$ cat src/rtl/main_control_pipe.sv
// rtl/main_control_pipe.sv - registered ID-stage main control: decode, branch resolve, stall bubbles, HALT drain/resume FSM
// Optional retire/taken counters are built only when MAIN_CTRL_STATS_EN is defined.
module main_control_pipe #(
    parameter int              DATA_W       = 32,
    parameter int              OP_W         = 6,
    parameter int              FUNCT_W      = 6,
    parameter int              CTRL_W       = 15,
    parameter logic [OP_W-1:0] HALT_OP      = OP_W'(6'h3F),
    parameter int              DRAIN_CYCLES = 3
) (
    input  logic               i_clk,
    input  logic               i_reset,
    input  logic               i_valid,
    input  logic               i_stall,
    input  logic               i_resume,
    input  logic [OP_W-1:0]    i_op,
    input  logic [FUNCT_W-1:0] i_funct,
    input  logic [DATA_W-1:0]  i_bus_a,
    input  logic [DATA_W-1:0]  i_bus_b,
    output logic [CTRL_W-1:0]  o_ctrl_regs,
    output logic               o_valid,
    output logic               o_flush,
    output logic               o_halted,
    output logic [31:0]        o_instr_count,
    output logic [31:0]        o_taken_count
);

    localparam int CNT_W = $clog2(DRAIN_CYCLES + 1);

    localparam logic [OP_W-1:0] OP_RTYPE = OP_W'(6'h00);
    localparam logic [OP_W-1:0] OP_J     = OP_W'(6'h02);
    localparam logic [OP_W-1:0] OP_JAL   = OP_W'(6'h03);
    localparam logic [OP_W-1:0] OP_BEQ   = OP_W'(6'h04);
    localparam logic [OP_W-1:0] OP_BNE   = OP_W'(6'h05);
    localparam logic [OP_W-1:0] OP_ADDI  = OP_W'(6'h08);
    localparam logic [OP_W-1:0] OP_SLTI  = OP_W'(6'h0A);
    localparam logic [OP_W-1:0] OP_ANDI  = OP_W'(6'h0C);
    localparam logic [OP_W-1:0] OP_ORI   = OP_W'(6'h0D);
    localparam logic [OP_W-1:0] OP_XORI  = OP_W'(6'h0E);
    localparam logic [OP_W-1:0] OP_LUI   = OP_W'(6'h0F);
    localparam logic [OP_W-1:0] OP_LB    = OP_W'(6'h20);
    localparam logic [OP_W-1:0] OP_LH    = OP_W'(6'h21);
    localparam logic [OP_W-1:0] OP_LW    = OP_W'(6'h23);
    localparam logic [OP_W-1:0] OP_LBU   = OP_W'(6'h24);
    localparam logic [OP_W-1:0] OP_LHU   = OP_W'(6'h25);
    localparam logic [OP_W-1:0] OP_LWU   = OP_W'(6'h27);
    localparam logic [OP_W-1:0] OP_SB    = OP_W'(6'h28);
    localparam logic [OP_W-1:0] OP_SH    = OP_W'(6'h29);
    localparam logic [OP_W-1:0] OP_SW    = OP_W'(6'h2B);

    localparam logic [FUNCT_W-1:0] FN_SLL  = FUNCT_W'(6'h00);
    localparam logic [FUNCT_W-1:0] FN_SRL  = FUNCT_W'(6'h02);
    localparam logic [FUNCT_W-1:0] FN_SRA  = FUNCT_W'(6'h03);
    localparam logic [FUNCT_W-1:0] FN_JR   = FUNCT_W'(6'h08);
    localparam logic [FUNCT_W-1:0] FN_JALR = FUNCT_W'(6'h09);

    typedef enum logic [1:0] {
        S_RUN,
        S_DRAIN,
        S_HALTED
    } state_t;

    state_t           state;
    logic [CNT_W-1:0] drain_cnt;
    logic [14:0]      dec_word;
    logic             operands_eq;
    logic             issue_decode;
    logic             issue_flush;

    function automatic logic [14:0] pack_ctrl(
        input logic       next_pc_src,
        input logic [1:0] jmp,
        input logic       reg_write,
        input logic [1:0] reg_dst,
        input logic [1:0] mem_to_reg,
        input logic       mem_write,
        input logic       alu_src_a,
        input logic [1:0] alu_src_b,
        input logic [2:0] alu_op
    );
        return {next_pc_src, jmp, reg_write, reg_dst, mem_to_reg,
                mem_write, alu_src_a, alu_src_b, alu_op};
    endfunction

    assign operands_eq = (i_bus_a == i_bus_b);

    // reg_dst: 00 rt, 01 rd, 10 ra; mem_to_reg: 00 alu, 01 mem, 10 pc+4;
    // alu_src_b: 00 rt, 01 sext imm, 10 zext imm, 11 imm<<16; alu_src_a=1 selects shamt.
    always_comb begin
        dec_word = '0;
        case (i_op)
            OP_RTYPE: begin
                case (i_funct)
                    FN_JR:   dec_word = pack_ctrl(1'b1, 2'b10, 1'b0, 2'b00, 2'b00, 1'b0, 1'b0, 2'b00, 3'b000);
                    FN_JALR: dec_word = pack_ctrl(1'b1, 2'b10, 1'b1, 2'b01, 2'b10, 1'b0, 1'b0, 2'b00, 3'b000);
                    FN_SLL, FN_SRL, FN_SRA:
                             dec_word = pack_ctrl(1'b0, 2'b00, 1'b1, 2'b01, 2'b00, 1'b0, 1'b1, 2'b00, 3'b010);
                    default: dec_word = pack_ctrl(1'b0, 2'b00, 1'b1, 2'b01, 2'b00, 1'b0, 1'b0, 2'b00, 3'b010);
                endcase
            end
            OP_J:    dec_word = pack_ctrl(1'b1, 2'b01, 1'b0, 2'b00, 2'b00, 1'b0, 1'b0, 2'b00, 3'b000);
            OP_JAL:  dec_word = pack_ctrl(1'b1, 2'b01, 1'b1, 2'b10, 2'b10, 1'b0, 1'b0, 2'b00, 3'b000);
            OP_BEQ:  dec_word = pack_ctrl(operands_eq, {2{operands_eq}},
                                          1'b0, 2'b00, 2'b00, 1'b0, 1'b0, 2'b00, 3'b001);
            OP_BNE:  dec_word = pack_ctrl(!operands_eq, {2{!operands_eq}},
                                          1'b0, 2'b00, 2'b00, 1'b0, 1'b0, 2'b00, 3'b001);
            OP_ADDI: dec_word = pack_ctrl(1'b0, 2'b00, 1'b1, 2'b00, 2'b00, 1'b0, 1'b0, 2'b01, 3'b000);
            OP_SLTI: dec_word = pack_ctrl(1'b0, 2'b00, 1'b1, 2'b00, 2'b00, 1'b0, 1'b0, 2'b01, 3'b011);
            OP_ANDI: dec_word = pack_ctrl(1'b0, 2'b00, 1'b1, 2'b00, 2'b00, 1'b0, 1'b0, 2'b10, 3'b100);
            OP_ORI:  dec_word = pack_ctrl(1'b0, 2'b00, 1'b1, 2'b00, 2'b00, 1'b0, 1'b0, 2'b10, 3'b101);
            OP_XORI: dec_word = pack_ctrl(1'b0, 2'b00, 1'b1, 2'b00, 2'b00, 1'b0, 1'b0, 2'b10, 3'b110);
            OP_LUI:  dec_word = pack_ctrl(1'b0, 2'b00, 1'b1, 2'b00, 2'b00, 1'b0, 1'b0, 2'b11, 3'b111);
            OP_LB, OP_LH, OP_LW, OP_LBU, OP_LHU, OP_LWU:
                     dec_word = pack_ctrl(1'b0, 2'b00, 1'b1, 2'b00, 2'b01, 1'b0, 1'b0, 2'b01, 3'b000);
            OP_SB, OP_SH, OP_SW:
                     dec_word = pack_ctrl(1'b0, 2'b00, 1'b0, 2'b00, 2'b00, 1'b1, 1'b0, 2'b01, 3'b000);
            default: dec_word = '0;
        endcase
    end

    // Stall outranks everything, including HALT and taken transfers.
    assign issue_decode = (state == S_RUN) && i_valid && !i_stall && (i_op != HALT_OP);
    assign issue_flush  = issue_decode && dec_word[14];

    always_ff @(posedge i_clk) begin
        if (i_reset) begin
            state       <= S_RUN;
            drain_cnt   <= '0;
            o_ctrl_regs <= '0;
            o_valid     <= 1'b0;
            o_flush     <= 1'b0;
            o_halted    <= 1'b0;
        end else begin
            o_ctrl_regs <= issue_decode ? CTRL_W'(dec_word) : '0;
            o_valid     <= issue_decode;
            o_flush     <= issue_flush;
            case (state)
                S_RUN: begin
                    if (i_valid && !i_stall && (i_op == HALT_OP)) begin
                        state     <= S_DRAIN;
                        drain_cnt <= CNT_W'(DRAIN_CYCLES);
                    end
                end
                S_DRAIN: begin
                    if (drain_cnt <= CNT_W'(1)) begin
                        state    <= S_HALTED;
                        o_halted <= 1'b1;
                    end else begin
                        drain_cnt <= drain_cnt - 1'b1;
                    end
                end
                S_HALTED: begin
                    if (i_resume) begin
                        state    <= S_RUN;
                        o_halted <= 1'b0;
                    end
                end
                default: begin
                    state    <= S_RUN;
                    o_halted <= 1'b0;
                end
            endcase
        end
    end

`ifdef MAIN_CTRL_STATS_EN
    logic [31:0] instr_count;
    logic [31:0] taken_count;

    // Counters saturate rather than wrap so long runs never report a small value.
    always_ff @(posedge i_clk) begin
        if (i_reset) begin
            instr_count <= '0;
            taken_count <= '0;
        end else begin
            if (issue_decode && (instr_count != 32'hFFFF_FFFF))
                instr_count <= instr_count + 32'd1;
            if (issue_flush && (taken_count != 32'hFFFF_FFFF))
                taken_count <= taken_count + 32'd1;
        end
    end

    assign o_instr_count = instr_count;
    assign o_taken_count = taken_count;
`else
    assign o_instr_count = 32'd0;
    assign o_taken_count = 32'd0;
`endif

endmodule
$ cat config.mk
export PLATFORM = sky130hd
export DESIGN_NAME = main_control_pipe
export DESIGN_NICKNAME = d
export VERILOG_FILES = /design/src/rtl/main_control_pipe.sv
export SDC_FILE = /design/constraint.sdc
export NUM_CORES = 1
export LEC_CHECK = 0
export ABC_AREA = 1
export CAP_MARGIN = 10
export CORE_ASPECT_RATIO = 1.5
export CORE_MARGIN = 5
export CORE_UTILIZATION = 55
export CTS_BUF_LIST = sky130_fd_sc_hd__clkbuf_16
export DETAILED_ROUTE_END_ITERATION = 12
export DONT_BUFFER_PORTS = 1
export PLACE_DENSITY_LB_ADDON = 0.12
export SYNTH_ARGS = -nofsm -noshare
export SYNTH_HDL_FRONTEND = slang
export SYNTH_SLANG_ARGS = --single-unit
$ cat constraint.sdc
create_clock -name i_clk -period 1.3 [get_ports i_clk]
set_clock_uncertainty 0.2 [all_clocks]
set_input_delay 0.26 -clock i_clk [delete_from_list [all_inputs] [get_ports i_clk]]
set_output_delay 0.26 -clock i_clk [all_outputs]
set_load 0.005 [all_outputs]
== After elaboration in Yosys (flattened, before gate mapping) ==
Index checks and enable logic that the tools add are counted.
Cells by class
  add/sub/neg operators: 1
  magnitude comparators: 1
  equality and inequality tests: 32
  multiplexer cells: 12
  bitwise logic cells: 2
  reduce and logical (&&, ||, !) cells: 19
Operators by type and width (count)
  $pmux W15 S13: 1
  $eq A6 B6 Y1 const B: 10
  $eq A6 B4 Y1 const B: 8
  $pmux W15 S3: 1
  $eq A32 B32 Y1: 1
  $eq A6 B2 Y1 const B: 4
  $eq A6 B3 Y1 const B: 2
  $logic_not A6 Y1: 2
  $mux W2: 5
  $reduce_and A3 Y1: 3
  $logic_and A1 B1 Y1: 6
  $ne A2 B2 Y1 const B: 3
  $ne A6 B6 Y1 const B: 1
  $pmux W2 S3: 1
  $reduce_or A3 Y1: 2
  $reduce_or A6 Y1: 1
  $pmux W2 S2: 1
  $pmux W1 S3: 1
  $eq A2 B1 Y1 const B: 1
  $eq A2 B2 Y1 const B: 1
  $le A2 B1 Y1 const B: 1
  $logic_not A1 Y1: 2
  $logic_not A2 Y1: 1
  $mux W1: 2
  other kinds (5): 6
Storage, ports and cells
  register bits after elaboration: 22
  input bits: 81
  output and inout port bits: 82
  logic and storage cells: 73

== Logic depth before layout (Yosys ltp) ==
Gate-level depths: netlist of run 1.
  word-level depth: 6
  mapped depth: 12
  gate-level depth less buffers: 12

== Worst setup path before layout of run 1 ==
Ideal clock, no wire load.
  path type: register to register
  start point: reg drain_cnt[1]
  end point: reg drain_cnt[0]
  library setup time: 116 ps
  arrival: 1136 ps
  data required time: 984 ps
  path slack: -152 ps
  cell stages (with the launch flop): 7
  buffers on the path: 0
  clock period less this slack: 1452 ps
  path through: dfxtp_1 -> inv_1 -> ha_1 -> nor4_1 -> inv_1 -> o211ai_1 -> inv_1
Between the ends
  word-level cells in the longest chain between the ends: 3
Ends and longest elaborated chain
  from (decl): line 64  | logic [CNT_W-1:0] drain_cnt;
  from (signal assigned): line 141  | drain_cnt <= CNT_W'(DRAIN_CYCLES);
  from (signal assigned): line 149  | drain_cnt <= drain_cnt - 1'b1;
  $le A2 B1 Y1: line 145  | if (drain_cnt <= CNT_W'(1)) begin
  $ne A2 B2 Y1 (no source line)
  $reduce_and A3 Y1 (no source line)
Every way passes these cells.
A chain may end at the register's enable or synchronous reset.

== Worst setup path in the final report of run 1 ==
Ends and elaborated chain as after synthesis.

==> results of run 1 <==
[cells by family after synthesis]
group                    synth area share
buffers and inverters               0.323
flip-flops                          0.218
AO/OA/AOI/OAI                      0.0448
other                             0.00195
adder cells (fa/ha/maj)           0.00649
AND/OR/NAND/NOR                     0.288
XOR/XNOR                            0.118
[cell usage after synthesis, types with 4 or more instances]
cell type and number:
nand2_2 5, o21ai_1 5, nand2_1 55, nor2_2 4, nand3_1 5, a21oi_1 4
xnor2_1 26, inv_1 31, buf_4 65, dfxtp_1 21, nor3_1 5, nor2_1 24
[final cells by class]
type	instances	share of cell area
Multi-Input combinational cell	220	0.590
Clock inverter	1	0.00232
Clock buffer	3	0.0348
Tap cell	42	0.0244
Inverter	35	0.0679
Timing Repair Buffer	22	0.0824
Sequential cell	21	0.198
[power groups by stage]
stage	Clock (mW)	Sequential (mW)	Combinational [mW]
global route	0.674	0.657	0.379
finish	0.640	0.656	0.337
CTS	0.648	0.656	0.322
detailed placement	0	0.670	0.300
global placement	0	0.670	0.298
floorplan	0	0.669	0.389
[what timing repair did]
action                                  4_1_cts  5_1_grt
cloned                                        0        0
pin swaps                                     2        6
setup buffers                                 1        0
hold buffers                                  5        0
endpoints found under the setup margin       10       10
hold endpoints to repair                      8        0
gates resized for setup                      11       12
[worst register-to-register path, delay by kind of cell (launching register included)]
kind	cells	cell delay, ns
buffers and inverters	3	0.18
AO/OA/AOI/OAI	1	0.18
AND/OR/NAND/NOR	1	0.19
flip-flops	1	0.33
adder cells (fa/ha/maj)	1	0.16
[how the worst max path moves through the flow]
stage | depth (start not counted) | end | slack (ns) | from
2_1_floorplan | 10 | o_ctrl_regs[14] | -0.004 | i_bus_b[1]
3_3_place_gp | 10 | o_flush | -0.16 | i_bus_b[2]
3_5_place_dp | 10 | o_flush | -0.16 | i_bus_b[2]
4_1_cts | 6 | drain_cnt[0] | -0.06 | drain_cnt[1]
5_1_grt | 6 | drain_cnt[0] | -0.15 | drain_cnt[1]
6_report | 6 | drain_cnt[0] | -0.05 | drain_cnt[1]
[sequential cells by signal, indices dropped and copies added (netlist names)]
| name | cells |
|---|---|
| o_halted | 1 |
| o_valid | 1 |
| state | 2 |
| drain_cnt | 2 |
| o_ctrl_regs | 14 |
| o_flush | 1 |
[cells in the final DEF (no fill, tap or decap), types with 2 or more instances in the layout]
master         Yosys  final
nand2_1           55     55
nand3_1            5      2
inv_6              0      2
nor3_1             5      5
dlygate4sd3_1      0      5
a21oi_1            4      4
buf_4             65     17
nor4_1             3      2
conb_1             1     64
o211ai_1           3      3
o21ai_1            5      4
xnor2_1           26     17
o21ai_2            0      2
nor2_2             4      6
inv_2              3      4
inv_4              1      2
inv_1             31     27
xnor2_2            0      9
nand2_2            5      4
clkbuf_16          0      3
nor2_1            24     20
dfxtp_2            0      2
nand4_1            2      2
nand3_2            3      6
nor2_4             3      5
dfxtp_1           21     18
[metrics by stage]
step / util / setup TNS, ns / cell area [sq um] / cells / hold slack (ns)
after floorplan: - / -0.00781 / 2240 / 341 / 0.129
after global placement: 0.570 / -1.20 / 1930 / 334 / 0.132
after detailed placement: 0.570 / -1.29 / 1930 / 334 / 0.133
after CTS: 0.621 / -0.130 / 2100 / 344 / 0.00653
after global routing: 0.637 / -0.459 / 2160 / 344 / 0.0287
final: 0.637 / -0.107 / 2160 / 344 / 0.00654
[per-layer routing]
layer,part of all wire,up-vias,global-route usage
met5,0,-,0
met4,0.016,0,0.0673
met3,0.10,7,0.0404
met2,0.59,88,0.312
met1,0.30,655,0.132
li1,-,775,-
==> impl_metrics.json, run 1 <==
{
  "status": "finished, violations left",
  "violations": "negative setup slack",
  "r2r_cells": 6,
  "die-area_sq_mm": 0.00481,
  "min_path_type": "primary input to register",
  "dieHeight_microns": 82.5,
  "cts_num_sinks": 21,
  "yosysWarnings": 0,
  "nFillCells": 307,
  "cpMaxStageDelayCell": "dfxtp_2",
  "r2r_end": "drain_cnt[0]",
  "io_buffer_count": 0,
  "initial_utilization": 0.570,
  "postRouteAntennaNets": 0,
  "grtUsageTotal": 0.152,
  "netSwitchingPower_uw": 406,
  "synth_cells": 278,
  "power_frac_seq": 0.402,
  "synthFlopType": "dfxtp_1",
  "critPathTopFamily": "flip-flops",
  "clkLatencyLatePin_ns": 0.25,
  "async_flop_share": 0,
  "area_growth_syn_to_layout_pct": 11.9,
  "min_delay_path_depth": 2,
  "grt_pass1_vias": 1438,
  "p_clk_frac": 0.392,
  "dp_hpwl_microns": 3660,
  "comb_power_share": 0.207,
  "hold_viol": 0,
  "numCtsBuffers": 3,
  "power.density_mw_per_mm2": 758,
  "worstSetupEndpointType": "register",
  "cp-start-kind": "register",
  "synth_top_area_share": 0.253,
  "yosys-top-cells-area": "buf_4 (25%), dfxtp_1 (22%), xnor2_1 (12%), nand2_1 (11%), inv_1 (6.0%)",
  "drc": 0,
  "clockBufferDepth": 2,
  "routed_wl_microns": 4180,
  "slew_viol_final": 0,
  "drt_first_pass_iters": 4,
  "grt_max_degree": 13,
  "num_vias": 1525,
  "antenna_found_initial": 0,
  "netSwitchingFraction": 0.248,
  "coreArea_sq_mm": 0.00338,
  "critPathArrivalTime_ns": 1.29,
  "ios": 163,
  "cts_tree": "yes",
  "drtIter0Drc": 12,
  "synth.largest_area_cell": "buf_4",
  "ys_ff_latch": 21,
  "crit_buf_inv": 3,
  "p_int_mw": 1.23,
  "rows": 26,
  "fin_ws_ns": -0.0500,
  "ir_drop_v": 0.000751,
  "place.gp.congestion": 0.820,
  "cts_root_buf": "clkbuf_16",
  "dp_worst_setup_slack_ns": -0.164,
  "vias_per_cell": 4.43,
  "min_to": "o_ctrl_regs[4]",
  "path_cells": "inv_4 > ha_4 > nor4_4 > inv_2 > o211ai_1 > inv_1",
  "grt_overflow_total": 0,
  "grt_first_pass_wirelength_microns": 5730,
  "regArea_sq_um": 427,
  "maxClockFrequency_mhz": 741,
  "required_ns": 1.24,
  "ys_seq_area_frac": 0.218,
  "synth-edff-count": 0,
  "routedWlPerCell_microns": 12.1,
  "min_from": "i_op[3]",
  "yosysUniqueCellTypes": 28,
  "finalPower_mw": 1.63,
  "crit_type": "register to register",
  "leakage_nw": 1.11,
  "cts.clk_slew.worst_paths_ns": 0.05,
  "post-route-period-util": 1.04,
  "syn_area_per_cell_sq_um": 6.93,
  "antenna_cells": 0,
  "synth_area_sq_mm": 0.00193,
  "post-route-min-period_ns": 1.35,
  "r2r-start": "drain_cnt[1]",
  "layout.nets": 385,
  "cp_max_fo": 4,
  "rsz0062_at_grt": "true",
  "cap_viol_max_count": 0,
  "die-width_microns": 58.3,
  "multi_input_comb_area_sq_mm": 0.00127,
  "cts_max_level": 1,
  "slowest_delay_ns": 0.33,
  "drive_gt1_frac": 0.232,
  "reg2reg_slack_ns": -0.05,
  "setup_violations": 3
}
Power figures use the tool's default switching activity.
==> inputs of run 2 (changes only) <==
--- a/config.mk
+++ b/config.mk
@@ -14,6 +14,7 @@
 export DETAILED_ROUTE_END_ITERATION = 12
 export DONT_BUFFER_PORTS = 1
 export PLACE_DENSITY_LB_ADDON = 0.12
+export SKIP_CTS_REPAIR_TIMING = 1
 export SYNTH_ARGS = -nofsm -noshare
 export SYNTH_HDL_FRONTEND = slang
 export SYNTH_SLANG_ARGS = --single-unit
==> constraint.sdc (replaced) <==
create_clock -name i_clk -period 1.3 [get_ports i_clk]
set_clock_uncertainty 0.2 [all_clocks]
set_input_delay 0.26 -clock i_clk [delete_from_list [all_inputs] [get_ports i_clk]]
set_output_delay 0.26 -clock i_clk [all_outputs]
set_load 0.1 [all_outputs]
==> impl_metrics.json, run 2 (synthesis results as in run 1) <==
{
  "status": "finished, violations left",
  "violations": "negative hold slack, negative setup slack",
  "grtUsageTotal": 0.168,
  "finalPower_mw": 2.42,
  "nFillCells": 273,
  "io_buffer_count": 0,
  "min_path_type": "primary input to register",
  "vias_per_cell": 4.38,
  "cpMaxStageDelayCell": "dfxtp_2",
  "cp_max_fo": 3,
  "dp_worst_setup_slack_ns": -0.164,
  "r2r_cells": 6,
  "drc": 0,
  "dp_hpwl_microns": 3960,
  "slew_viol_final": 0,
  "power.density_mw_per_mm2": 983,
  "crit_start": "drain_cnt[1]",
  "worstSetupEndpointType": "register",
  "setup_violations": 9,
  "numCtsBuffers": 3,
  "fin_hold_ws_ns": -0.00325,
  "coreArea_sq_mm": 0.00338,
  "cts.clk_slew.worst_paths_ns": 0.06,
  "drt_first_pass_iters": 4,
  "die-area_sq_mm": 0.00481,
  "post-route-period-util": 1.05,
  "drtIter0Drc": 16,
  "grt_first_pass_wirelength_microns": 6210,
  "routedWlPerCell_microns": 12.5,
  "leakage_nw": 1.24,
  "place_area_sq_mm": 0.00230,
  "required_ns": 1.24,
  "initial_utilization": 0.570,
  "place.gp.congestion": 0.852,
  "area_growth_syn_to_layout_pct": 27.9,
  "mostFrequentLayoutCells": "conb_1 (64), nand2_1 (52), inv_1 (26)",
  "tns_ns": -0.276,
  "cpMostUsedCell": "inv_1",
  "layout.nets": 399,
  "largest-register": "o_ctrl_regs",
  "antenna_found_initial": 0,
  "rows": 26,
  "dieHeight_microns": 82.5,
  "cts_root_buf": "clkbuf_16",
  "ir_drop_v": 0.000979,
  "utilization": 0.729,
  "rsz0062_at_grt": "true",
  "largest_reg_flops": 14,
  "largest_registers": "o_ctrl_regs (14), drain_cnt (2), state (2)",
  "crit_type": "register to register",
  "grt_pass1_vias": 1486,
  "cts_tree": "yes",
  "postRouteAntennaNets": 0,
  "antenna_cells": 0,
  "cap_viol_max_count": 0,
  "clockBufferDepth": 2,
  "routed_wl_microns": 4460,
  "fin_area_sq_mm": 0.00246,
  "critPathArrivalTime_ns": 1.31,
  "min_from": "i_funct[3]",
  "fin_ws_ns": -0.0639,
  "final_common_cell": "conb_1",
  "cts_num_sinks": 21,
  "grt_overflow_total": 0,
  "num_vias": 1567,
  "grt_max_degree": 13,
  "ios": 163,
  "die-width_microns": 58.3,
  "r2r-start": "drain_cnt[1]",
  "placedCellCount": 351,
  "final_cells": 358,
  "hold_viol": 1,
  "maxClockFrequency_mhz": 733,
  "post-route-min-period_ns": 1.36,
  "path_cells": "inv_4 > ha_4 > nor4_4 > inv_1 > o211ai_1 > inv_1",
  "cp-start-kind": "register",
  "slowest_delay_ns": 0.34,
  "min_delay_path_depth": 3,
  "cts_max_level": 1,
  "drive_gt1_frac": 0.320,
  "clkLatencyLatePin_ns": 0.25
}
==> run 2: changes by cell type in the layout (fill, tap and decap cells not counted), sizes merged <==
cell / before / now
buf: 17 / 33
dlygate4sd3: 5 / 3
==> run 2: path summary, 6_finish.rpt <==
kind,endpoint,slack (ns)
max,drain_cnt[0],-0.06
min,o_ctrl_regs[5],-0.003
max reg2reg,drain_cnt[0],-0.06
min reg2reg,o_halted,0.31
==> run 2: area by class of cell <==
class	count	area [sq um]	share of cell area
inverter	35	144	0.0584
tap	42	52.6	0.0213
clock inverter	1	5.00	0.00203
sequential	21	450	0.183
clock buffer	3	75.1	0.0305
multi-input combinational	220	1240	0.505
timing repair buffer	36	494	0.201
==> run 2: critical path: cells and delay by family (launching register included) <==
| kind | cells | cell delay (ns) |
|---|---|---|
| AND/OR/NAND/NOR | 1 | 0.14 |
| adder cells (fa/ha/maj) | 1 | 0.16 |
| flip-flops | 1 | 0.34 |
| buffers and inverters | 3 | 0.22 |
| AO/OA/AOI/OAI | 1 | 0.20 |
==> run 2: where the power goes <==
part	leakage, nW	switching, mW	total, mW	internal [mW]
sequential	0.180	0.00733	0.656	0.649
combinational	1.02	0.961	1.13	0.170
clock	0.0409	0.224	0.636	0.412
total	1.24	1.19	2.42	1.23
==> run 2: metal layers <==
metal  vias to the layer above  GRT usage  share of wire
met4                         0     0.0626          0.013
met5                         -          0              0
li1                        799          -              -
met2                        92      0.367           0.61
met1                       670      0.134           0.27
met3                         6     0.0404           0.11
==> RTL edit 1: new RTL, flow settings as in run 1 <==
The parameter `FUNCT_W` goes from 6 to 12.
--- a/src/rtl/main_control_pipe.sv
+++ b/src/rtl/main_control_pipe.sv
@@ -3,7 +3,7 @@
 module main_control_pipe #(
     parameter int              DATA_W       = 32,
     parameter int              OP_W         = 6,
-    parameter int              FUNCT_W      = 6,
+    parameter int              FUNCT_W      = 12,
     parameter int              CTRL_W       = 15,
     parameter logic [OP_W-1:0] HALT_OP      = OP_W'(6'h3F),
     parameter int              DRAIN_CYCLES = 3
Interface: changed (resized i_funct); port bits go from 163 to 169. The function was not compared with the original's and may differ.
==> RTL edit 1 against run 1 <==
  * The run ends with negative hold slack, negative setup slack left
  * Area after synthesis down 0.71%
  * Sequential cell count unchanged
  * Worst setup slack worse by 140 ps
  * Design area down 0.93%
  * Power down 3.0%
  * Sequential share of layout area up 0.068 points
  * Die area down 0.61%
  * First-iteration DRC count rose to 2.5 times the old value
  * Critical endpoint is now o_flush
  * Global-route usage about the same
  * Largest power group unchanged
  * Routed wire length up 3.8%
==> RTL edit 1: results (changes against run 1) <==
----------------------------------------------------
[Place]
  DP Wirelength ... 3810 µm (was 3660 µm)
  Final RePlAce weighted congestion ... 0.850 (was 0.820)

[STA]
  Setup TNS ... -1850 ps (was -107 ps)
  Total setup violations reported at the end of the flow ... 18 (was 3)
  Setup slack of the critical path after layout ... -189 ps (was -50.0 ps)
  Worst Hold Margin ... -2.85 ps (was 6.54 ps)
  Final hold vios ... 1 (was 0)

[Synth]
  Fraction of the mapped netlist area in adder cells ... 0.654% (was 0.649%)
  Top cells by instance count after synthesis ... 65 x sky130_fd_sc_hd__buf_4, 60 x sky130_fd_sc_hd__nand2_1, 35 x sky130_fd_sc_hd__inv_1 (was 65 x sky130_fd_sc_hd__buf_4, 55 x sky130_fd_sc_hd__nand2_1, 31 x sky130_fd_sc_hd__inv_1)
  Xor/xnor share of the synthesized area ... 11.9% (was 11.8%)
  Proportion of synthesized chip area in sequential cells ... 22.0% (was 21.8%)

[Status]
  Result of the run ... finished, violations left (unchanged)
  Failing checks ... negative hold slack, negative setup slack (was negative setup slack)

[Drt]
  Via count of the routed design ... 1,600 (was 1,525)
  Met3 wire len ... 467 µm (was 431 µm)
  Drt initial violations ... 30 (was 12)

[Global route]
  Number of global-route vias before repair ... 1,449 (was 1,438)
  Met2 track demand over resource in global routing ... 31.1% (was 31.2%)
  Overall fraction of global-route tracks in use ... 15.3% (was 15.2%)
  Global routing usage on met3 ... 4.51% (was 4.04%)
  Wire length of the first global-routing pass ... 5800 µm (was 5730 µm)
  Fraction of met1 tracks used by global routing ... 14.0% (was 13.2%)

[Critical path]
  Cell family contributing the most delay on the critical path ... simple AND/OR/NAND/NOR gates (was flip-flops)
  Arrival time worst endpoint ... 1480 ps (was 1290 ps)

[Layout]
  Number of fill cells in the layout ... 326 (was 307)
  Number of nets in the finished design ... 406 (was 385)
  Ratio of cells with drive above 1 in the final layout ... 21.8% (was 23.2%)

----------------------------------------------------
-- RTL edit 1: cell types whose count changed after synthesis, sizes merged, moves of 3 or more --
cell	delta
o211ai	-3
nor3	+7
nand3	+3
o21ai	-5
-- RTL edit 1: cell families after synthesis --
group	Yosys count
simple gates	124
buf+inv	102
xor+xnor	26
flops	21
compound gates	13
fa+ha+maj	1
other cells	1
-- RTL edit 1: metrics by stage --
stage          instance area (µm²)  utilization (%)  power, mW  instances  setup WS, ps
2_1_floorplan                 2170                -       1.01        351         -69.8
3_3_place_gp                  1900             56.3      0.930        351          -200
3_5_place_dp                  1900             56.3      0.932        351          -235
4_1_cts                       2090             61.8       1.58        360          -165
5_1_grt                       2140             63.1       1.66        359          -268
6_report                      2140             63.1       1.58        359          -189
-- RTL edit 1: layout make-up --
class	count	share of cell area [%]
clock buffers	3	3.51
multi-input cells	228	57.0
well taps	42	2.46
flip-flops and latches	21	19.9
clock inverters	1	0.234
repair buffers	27	10.1
inverters	37	6.85
-- RTL edit 1: worst paths after layout --
check                  start        endpoint  slack, ps  depth (start not counted)
setup / recovery    state[1]         o_flush       -190                          7
hold reg to reg     o_halted        o_halted        300                          2
hold / removal    i_funct[0]  o_ctrl_regs[8]         -3                          2
setup reg to reg    state[1]         o_flush       -190                          7
-- RTL edit 1: timing repair --
action,CTS,global route
hold endpoints to repair,7,0
resized for setup,20,14
endpoints found under the setup margin,18,20
pin swaps,12,8
hold buffers,2,0
buffers inserted,5,0
-- RTL edit 1: power groups by stage --
stage	registers, mW	clock network, mW	logic, mW
2_1_floorplan	0.662	0	0.352
3_3_place_gp	0.663	0	0.267
3_5_place_dp	0.663	0	0.269
4_1_cts	0.649	0.644	0.287
5_1_grt	0.649	0.669	0.337
6_report	0.649	0.641	0.295
==> RTL edit 2: new RTL, settings of run 1 <==
Without the edit above. Re-encode `state_t` (3 states) as one-hot, 3 bits wide.
--- a/src/rtl/main_control_pipe.sv
+++ b/src/rtl/main_control_pipe.sv
@@ -54,10 +54,10 @@
     localparam logic [FUNCT_W-1:0] FN_JR   = FUNCT_W'(6'h08);
     localparam logic [FUNCT_W-1:0] FN_JALR = FUNCT_W'(6'h09);
 
-    typedef enum logic [1:0] {
-        S_RUN,
-        S_DRAIN,
-        S_HALTED
+    typedef enum logic [2:0] {
+        S_RUN    = 3'b001,
+        S_DRAIN  = 3'b010,
+        S_HALTED = 3'b100
     } state_t;
 
     state_t           state;
Behaviour: same outputs for any inputs over 10 cycles, from zero or initial values and one cycle with i_reset high; not proved beyond that.
==> RTL edit 2 against run 1 <==
  * The run still ends with negative setup slack left
  * First-iteration DRC count grew to 3.7 times the old value
  * Power grew 38%
  * Hold slack gained 8.1 ps
  * Core utilization grew 0.94 points
  * Sequential cell count grew 1
  * Routed wire length grew 14%
  * Worst setup slack lost 29 ps
  * Design area grew 8.4%
  * Area after synthesis grew 4.4%
  * Largest power group is now the clock network
==> RTL edit 2: results (changes against run 1) <==
----------------------------------------------------
[Status]
  Result of the run ... finished, violations left (unchanged)
  Failing checks ... negative setup slack (unchanged)

[Place]
  Worst setup slack before clock tree synthesis ... -202 ps (was -164 ps)
  Area post-placement ... 0.00204 mm² (was 0.00193 mm²)
  Final RePlAce weighted congestion ... 0.831 (was 0.820)
  DP Wirelength ... 3920 µm (was 3660 µm)
  Dpl cells ... 367 (was 334)

[Layout]
  Ratio of cells with drive above 1 in the final layout ... 26.0% (was 23.2%)
  Flip-flop and latch area ... 448 µm² (was 427 µm²)
  Filler-free cell count of the finished design ... 377 (was 344)
  Number of fill cells in the layout ... 347 (was 307)
  Largest registers in the final layout ... o_ctrl_regs (14), state (3), drain_cnt (2) (was o_ctrl_regs (14), drain_cnt (2), state (2))

[Power and ir drop]
  Lkg Pwr ... 1.20 nW (was 1.11 nW)
  Largest vdd supply drop ... 909 µV (was 751 µV)

[STA]
  Total setup violations reported at the end of the flow ... 12 (was 3)
  Setup slack of the critical path after layout ... -79.3 ps (was -50.0 ps)
  Setup TNS ... -457 ps (was -107 ps)

[Global route]
  Number of global-route vias before repair ... 1,627 (was 1,438)
  Wire length of the first global-routing pass ... 6850 µm (was 5730 µm)
  Largest net degree at the start of global routing ... 14 (was 13)
  Overall fraction of global-route tracks in use ... 17.5% (was 15.2%)

[Drt]
  Via density per instance ... 4.47 (was 4.43)
  Met2 WL ... 2720 µm (was 2440 µm)
  Drt initial violations ... 44 (was 12)
  Detailed-route wire length on metal 1 ... 1420 µm (was 1230 µm)
  Met3 wire len ... 483 µm (was 431 µm)
  Wirelength, routed ... 4740 µm (was 4180 µm)

[Worst hold path]
  Min-Delay Startpoint ... i_op[0] (was i_op[3])

[Run]
  MaxCap Viol Count ... 0 (unchanged)

[Synth]
  Complex-gate fraction of the synthesized area ... 6.22% (was 4.48%)
  Average cell area after synthesis ... 6.64 µm² (was 6.93 µm²)
  Proportion of synthesized chip area in sequential cells ... 21.9% (was 21.8%)
  Xor/xnor share of the synthesized area ... 9.14% (was 11.8%)
  Cell types with the largest area share after synthesis ... sky130_fd_sc_hd__buf_4 24%, sky130_fd_sc_hd__dfxtp_1 22%, sky130_fd_sc_hd__nand2_1 14% (was sky130_fd_sc_hd__buf_4 25%, sky130_fd_sc_hd__dfxtp_1 22%, sky130_fd_sc_hd__xnor2_1 12%)
  Count of unique library cells instantiated by Yosys ... 29 (was 28)

[Critical path]
  Worst r2r src ... state[1] (was drain_cnt[1])
  Maximum fanout count along the critical path ... 3 (was 4)
  Origin of the worst setup path ... state[1] (was drain_cnt[1])

----------------------------------------------------
[RTL edit 2: cell count changes after synthesis, sizes merged, moves of 2 or more]
| cell | delta |
|---|---|
| o211ai | -2 |
| nor3 | -3 |
| nand4 | -2 |
| a31oi | +2 |
| nand3 | +7 |
| a21oi | +2 |
| inv | +9 |
| nand2 | +17 |
| xnor2 | -5 |
[RTL edit 2: worst max-delay path, stage by stage, from the launching register on]
cell	delay (ps)
sky130_fd_sc_hd__dfxtp_2	330
sky130_fd_sc_hd__inv_2	60
sky130_fd_sc_hd__nand3_4	90
sky130_fd_sc_hd__buf_6	120
sky130_fd_sc_hd__buf_4	130
sky130_fd_sc_hd__nand2_2	70
sky130_fd_sc_hd__and2_4	160
sky130_fd_sc_hd__inv_4	40
sky130_fd_sc_hd__a21oi_2	120
[RTL edit 2: worst paths after layout]
check / endpoint / slack (ps) / cells past startpoint
setup reg to reg: drain_cnt[0] / -80 / 8
hold / removal: o_ctrl_regs[11] / 10 / 2
hold reg to reg: drain_cnt[1] / 300 / 2
setup / recovery: drain_cnt[0] / -80 / 8
[RTL edit 2: repair_timing]
action / 4_1_cts / 5_1_grt
hold endpoints to repair: 10 / 0
resized for setup: 29 / 21
setup endpoints to repair: 19 / 16
hold buffers: 3 / 0
pin swaps: 10 / 4
setup buffers: 3 / 1
[RTL edit 2: cells by family (layout without fill, tap and decap cells)]
| group | Yosys count | in the layout |
|---|---|---|
| other | 1 | 64 |
| AOI/OAI and AO/OA | 18 | 18 |
| xor gates and xnor gates | 21 | 21 |
| DFF | 22 | 22 |
| adders and majority gates | 1 | 1 |
| and+or+nand+nor | 131 | 131 |
| buffers and inverters | 109 | 77 |
[RTL edit 2: final cells by class]
class                      instances  share of cell area, %
tap                               43                   2.30
timing repair buffer              29                   10.1
inverter                          44                   8.83
sequential                        22                   19.2
clock inverter                     1                   1.28
clock buffer                       3                   3.21
multi-input combinational        235                   55.1
[RTL edit 2: layer usage]
metal | track usage (%) | vias to the layer above
li1 | - | 849
met1 | 16.5 | 738
met2 | 32.7 | 91
met3 | 3.72 | 9
met4 | 9.28 | 0
met5 | 0 | -
[RTL edit 2: power breakdown]
part / leakage, nW / internal, mW / switching [mW] / total, mW
combinational: 0.965 / 0.319 / 0.352 / 0.670
clock: 0.0511 / 0.611 / 0.228 / 0.839
sequential: 0.179 / 0.716 / 0.0316 / 0.747
total: 1.20 / 1.65 / 0.611 / 2.26
